**src/rtl/rs485_frame_tx.sv**
```systemverilog
// rs485_frame_tx
// Sends a frame of characters, fetched one at a time from a ROM-like read port,
// as asynchronous serial characters on an RS485 line. Around the frame it sequences
// the transceiver controls: receiver disable first, then driver enable, then data.
// Teardown runs in the reverse order.
//
// Ports
//   clk, reset     : single clock, synchronous active-high reset
//   rq             : frame request level (asynchronous, synchronized internally)
//   nbytes         : frame length in characters, clamped to MAX_BYTES
//   base_addr      : first ROM address; later characters use consecutive addresses
//   rq_rom/ack     : ROM read handshake; data is valid in the ack cycle
//   data/addr      : ROM read data and address
//   tx             : serial output, idle high
//   dir_tx, dir_rx : RS485 driver enable / receiver disable
//   busy, done     : busy outside IDLE; done is a one-clk pulse at frame end
module rs485_frame_tx #(
    parameter int unsigned DATA_BITS    = 8,
    parameter int unsigned MAX_BYTES    = 16,
    parameter int unsigned CLKS_PER_BIT = 16,
    parameter int unsigned PARITY       = 0,
    parameter int unsigned STOP_BITS    = 1,
    parameter int unsigned DIR_LEAD     = 15,
    parameter int unsigned DIR_LAG      = 4,
    parameter int unsigned ADDR_W       = 9
) (
    input  logic                           clk,
    input  logic                           reset,
    input  logic                           rq,
    input  logic [$clog2(MAX_BYTES+1)-1:0] nbytes,
    input  logic [ADDR_W-1:0]              base_addr,
    output logic                           rq_rom,
    input  logic                           ack,
    input  logic [DATA_BITS-1:0]           data,
    output logic [ADDR_W-1:0]              addr,
    output logic                           tx,
    output logic                           dir_tx,
    output logic                           dir_rx,
    output logic                           busy,
    output logic                           done
);
    localparam int unsigned NB_W    = $clog2(MAX_BYTES + 1);
    localparam int unsigned PAR_W   = (PARITY != 0) ? 1 : 0;
    localparam int unsigned FRAME_W = 1 + DATA_BITS + PAR_W + STOP_BITS;
    localparam int unsigned BIT_W   = $clog2(FRAME_W);
    localparam int unsigned LEAD2   = 2 * DIR_LEAD;
    localparam int unsigned MAX_A   = (LEAD2 > CLKS_PER_BIT) ? LEAD2 : CLKS_PER_BIT;
    localparam int unsigned CNT_MAX = (MAX_A > DIR_LAG) ? MAX_A : DIR_LAG;
    localparam int unsigned CNT_W   = $clog2(CNT_MAX + 1);

    typedef enum logic [2:0] {IDLE, DIRON, FETCH, SHIFT, DIROFF, HOLD} state_t;

    state_t               state, state_n;
    logic                 rq_m, rq_s;
    logic [CNT_W-1:0]     cnt, cnt_n;
    logic [BIT_W-1:0]     bitn, bitn_n;
    logic [FRAME_W-1:0]   shreg, shreg_n;
    logic [NB_W-1:0]      idx, idx_n, nb_l, nb_n;
    logic [ADDR_W-1:0]    base_l, base_n;
    logic                 tx_n, dir_tx_n, dir_rx_n, rq_rom_n, done_n;
    logic [ADDR_W-1:0]    addr_n;
    logic [FRAME_W-1:0]   frame_c;
    logic [NB_W-1:0]      nb_clamp_c;
    logic [NB_W-1:0]      idx_inc_c;

    // Whole character, LSB first: start, data, optional parity, stop bits
    always_comb begin
        frame_c                = '1;
        frame_c[0]             = 1'b0;
        frame_c[DATA_BITS:1]   = data;
        if (PARITY != 0) begin
            frame_c[DATA_BITS+1] = (PARITY == 2) ? ~(^data) : (^data);
        end
    end

    assign nb_clamp_c = (nbytes > NB_W'(MAX_BYTES)) ? NB_W'(MAX_BYTES) : nbytes;
    assign idx_inc_c  = idx + NB_W'(1);

    // Next state and next registered outputs
    always_comb begin
        state_n  = state;
        cnt_n    = cnt;
        bitn_n   = bitn;
        shreg_n  = shreg;
        idx_n    = idx;
        nb_n     = nb_l;
        base_n   = base_l;
        tx_n     = 1'b1;
        dir_tx_n = dir_tx;
        dir_rx_n = dir_rx;
        rq_rom_n = rq_rom;
        addr_n   = addr;
        done_n   = 1'b0;

        case (state)
            IDLE: begin
                if (rq_s) begin
                    idx_n  = '0;
                    base_n = base_addr;
                    nb_n   = nb_clamp_c;
                    cnt_n  = '0;
                    if (nb_clamp_c == '0) begin
                        // Empty frame: complete without touching the line controls
                        done_n  = 1'b1;
                        state_n = HOLD;
                    end else begin
                        dir_rx_n = 1'b1;
                        state_n  = DIRON;
                    end
                end
            end
            DIRON: begin
                cnt_n = cnt + CNT_W'(1);
                if (cnt == CNT_W'(DIR_LEAD - 1)) begin
                    dir_tx_n = 1'b1;
                end
                if (cnt == CNT_W'(LEAD2 - 1)) begin
                    rq_rom_n = 1'b1;
                    addr_n   = base_l + ADDR_W'(idx);
                    state_n  = FETCH;
                end
            end
            FETCH: begin
                if (ack) begin
                    tx_n     = frame_c[0];
                    shreg_n  = frame_c >> 1;
                    bitn_n   = '0;
                    cnt_n    = '0;
                    rq_rom_n = 1'b0;
                    state_n  = SHIFT;
                end
            end
            SHIFT: begin
                tx_n  = tx;
                cnt_n = cnt + CNT_W'(1);
                if (cnt == CNT_W'(CLKS_PER_BIT - 1)) begin
                    cnt_n = '0;
                    if (bitn == BIT_W'(FRAME_W - 1)) begin
                        tx_n  = 1'b1;
                        idx_n = idx_inc_c;
                        if (idx_inc_c < nb_l) begin
                            rq_rom_n = 1'b1;
                            addr_n   = base_l + ADDR_W'(idx_inc_c);
                            state_n  = FETCH;
                        end else begin
                            dir_tx_n = 1'b0;
                            state_n  = DIROFF;
                        end
                    end else begin
                        tx_n    = shreg[0];
                        shreg_n = shreg >> 1;
                        bitn_n  = bitn + BIT_W'(1);
                    end
                end
            end
            DIROFF: begin
                cnt_n = cnt + CNT_W'(1);
                if (cnt == CNT_W'(DIR_LAG - 1)) begin
                    dir_rx_n = 1'b0;
                    done_n   = 1'b1;
                    state_n  = HOLD;
                end
            end
            HOLD: begin
                // A new frame needs rq to go low first
                if (!rq_s) begin
                    state_n = IDLE;
                end
            end
            default: begin
                state_n = IDLE;
            end
        endcase
    end

    // State, synchronizer and output registers
    always_ff @(posedge clk) begin
        if (reset) begin
            state  <= IDLE;
            rq_m   <= 1'b0;
            rq_s   <= 1'b0;
            cnt    <= '0;
            bitn   <= '0;
            shreg  <= '1;
            idx    <= '0;
            nb_l   <= '0;
            base_l <= '0;
            tx     <= 1'b1;
            dir_tx <= 1'b0;
            dir_rx <= 1'b0;
            rq_rom <= 1'b0;
            addr   <= '0;
            busy   <= 1'b0;
            done   <= 1'b0;
        end else begin
            state  <= state_n;
            rq_m   <= rq;
            rq_s   <= rq_m;
            cnt    <= cnt_n;
            bitn   <= bitn_n;
            shreg  <= shreg_n;
            idx    <= idx_n;
            nb_l   <= nb_n;
            base_l <= base_n;
            tx     <= tx_n;
            dir_tx <= dir_tx_n;
            dir_rx <= dir_rx_n;
            rq_rom <= rq_rom_n;
            addr   <= addr_n;
            busy   <= (state_n != IDLE);
            done   <= done_n;
        end
    end

endmodule

```
**config.mk**
```make
export PLATFORM = sky130hd
export DESIGN_NAME = rs485_frame_tx
export DESIGN_NICKNAME = d
export VERILOG_FILES = /design/src/rtl/rs485_frame_tx.sv
export SDC_FILE = /design/constraint.sdc
export NUM_CORES = 1
export LEC_CHECK = 0
export ABC_AREA = 1
export CAP_MARGIN = 20
export CORE_MARGIN = 5
export CORE_UTILIZATION = 40
export CTS_BUF_LIST = sky130_fd_sc_hd__clkbuf_8
export DETAILED_ROUTE_END_ITERATION = 8
export PLACE_DENSITY = 0.65
export SYNTH_ARGS = -nofsm -noshare
export SYNTH_HDL_FRONTEND = slang
export SYNTH_SLANG_ARGS = --single-unit
```
**constraint.sdc**
```tcl
create_clock -name clk -period 5.75 [get_ports clk]
set_input_delay 1.725 -clock clk [delete_from_list [all_inputs] [get_ports clk]]
set_output_delay 1.725 -clock clk [all_outputs]
set_load 0.02 [all_outputs]
```
==> results.txt <==
Rows = 32
Pins Over Slew Limit = 0
Share of layout cells above drive strength 1 = 0.0717
Post-CTS Resized = 0
Clk_lat worst skew = 0.34 ns
Register area = 1160 um2
Post-synthesis sequential area ratio = 0.365
CP Data Required Time = 5.96 ns
Area occupied by multi-input gates = 1680 um2
Die Ht = 99.2 um
1st-pass router iterations = 7
CP peak stage delay = 0.92 ns
Post-synth top cells = 105 x nand2_1, 64 x inv_1, 58 x dfxtp_1
Global-route wire length before repair = 12,800 um
Via count of the first global-routing pass = 2,870
Async SR Flop Fraction = 0
DRT iter0 DRCs = 168
Finished Layout Cells = 604
Final number of setup-violating endpoints = 0
Core box area = 7730 um2
Final Hold Vio Count = 0
RSZ-0062 raised after global routing = false
EDFF count, synth = 0
Area delta synth->final = 21.2%
Critical path origin = reset
Mapped Cells = 458
Vias = 2,990
Clock tree sinks = 58
Die area = 9840 um2
Max IR drop VDD = 0.178 mV
Worst-path clk slew = 0.07 ns
P_leak = 1.81 nW
Crit path buf inv count = 3
Fill count = 797
Most area-consuming cells after synthesis = dfxtp_1 36%, nand2_1 12%, inv_1 7.6%, ha_1 7.1%, nor2_1 6.0%
Pre-CTS setup slack = 2.03 ns
Synth Warn # = 0
Post-Route WL = 7350 um
Mapped cell area = 3180 um2
Via density = 4.95
Final period util = 0.578
Top-area cell type share of the netlist area = 0.365
CTS tree = yes
WL per Instance = 12.2 um
CP endpoint kind = flop
Synth cell types = 31
Largest net degree at the start of global routing = 32
CP Launch Type = primary input
Net Count, Synth = 503
Final nets = 542
Die Wd = 99.2 um
Top cell type by total area after synthesis = dfxtp_1
Yosys reg bits = 58
Relative slew margins = 0.522
Port bufs = 40
Post-CTS Hold Buffers = 0
Setup CP Type = in2reg
Fmax = 301 MHz
CP Cell Sequence = clkdlybuf4s50_1 -> clkinv_1 -> buf_4 -> o21ai_0 -> a21oi_1
Starting Density = 0.412
Reg2reg start = state[0]
Overflow after GRT = 0
Placed Cells = 588
Initial antenna violation count = 0
Final worst path period need = 3.32 ns
CTS Buf Count = 9
Delay-heaviest family, CP = buffers and inverters
Antenna-violating nets left = 0
HP Class = reg2reg
Count leader, synth = nand2_1
Crit path DAT = 3.53 ns
Worst Path Max Fanout = 31
Mapped Avg Cell Area = 6.95 um2
All-Layer GR Usage = 0.159
I/O pin count = 41
Placer Congestion = 0.890
Post-CTS Setup Inserts = 0
Clock Path Buffers = 2
H-tree Lvls = 3
# diodes = 0
Status = completed
Max cap viols = 0
Slowest cell on crit path = clkdlybuf4s50_1
DRC = 0
Layout Skew = 0.00905 ns
Power Density = 253 nW/um2
Min-delay src = rq_m
Slew @ Worst Pin = 0.715 ns
Final WS setup = 2.43 ns
Detail Placement HPWL = 5460 um
Root Buffer = clkbuf_8
TNS Setup = 0 ns
Main synth FF type = dfxtp_1
## worst min-delay path: cells and delay by family, from the launching register on
kind	cells	cell delay [ns]
DFF	1	0.30
buffers and inverters	1	0.04
and+or+nand+nor	1	0.03
## sequential cells by signal, indices dropped and copies added, names as in the netlist
register  flops
dir_tx        1
done          1
tx            1
addr          9
dir_rx        1
cnt           5
state         3
shreg        10
rq_m          1
nb_l          5
bitn          4
rq_rom        1
base_l        9
idx           5
busy          1
rq_s          1
## layout make-up
| type | instances | share of cell area |
|---|---|---|
| Clock inverter | 6 | 0.0211 |
| Sequential cell | 58 | 0.301 |
| Timing Repair Buffer | 41 | 0.106 |
| Inverter | 69 | 0.0672 |
| Tap cell | 102 | 0.0331 |
| Multi-Input combinational cell | 318 | 0.436 |
| Clock buffer | 10 | 0.0357 |
## per-layer routing
layer | GRT usage | vias up | part of all wire
li1 | - | 1549 | -
met1 | 0.186 | 1356 | 0.45
met2 | 0.274 | 67 | 0.47
met3 | 0.0533 | 18 | 0.044
met4 | 0.0536 | 0 | 0.026
met5 | 0 | - | 0
## logic make-up (layout without fill, tap and decap cells)
family,count (synthesis),in the layout,share of synthesized area
buffers and inverters,82,126,0.107
adder cells (fa/ha/maj),19,19,0.0771
AO/OA/AOI/OAI,69,69,0.121
XOR/XNOR,7,7,0.0193
flip-flops,58,58,0.365
AND/OR/NAND/NOR,223,223,0.311
## final timing paths
check / end / slack [ns] / cells after the start
worst min-delay path: rq_s / 0.41 / 2
worst max-delay path: base_l[7] / 2.43 / 5
worst max register to register: addr[8] / 3.11 / 14
worst min register to register: rq_s / 0.41 / 2
## placed cells by master, fill, tap and decap left out, types with 11 or more instances in the layout
master	n
a21oi_1	30
clkdlybuf4s50_1	40
dfxtp_1	58
ha_1	18
inv_1	65
nand2_1	105
nand3_1	33
nand4_1	11
nor2_1	51
o21ai_0	23
## power breakdown
group,switching [mW],total (mW),internal [mW]
clock,0.165,0.418,0.252
combinational,0.0719,0.128,0.0561
sequential,0.0108,0.428,0.417
## metrics by stage
step / utilization / hold WS (ns) / instance area (um2) / power, mW
final: 0.499 / 0.411 / 3860 / 0.974
after global routing: 0.499 / 0.453 / 3860 / 1.02
after CTS: 0.499 / 0.413 / 3860 / 0.985
after detailed placement: 0.471 / 0.404 / 3640 / 0.565
after global placement: 0.471 / 0.391 / 3640 / 0.562
after floorplan: - / 0.388 / 3180 / 0.516
No activity file was read; power rests on OpenSTA's default activity.
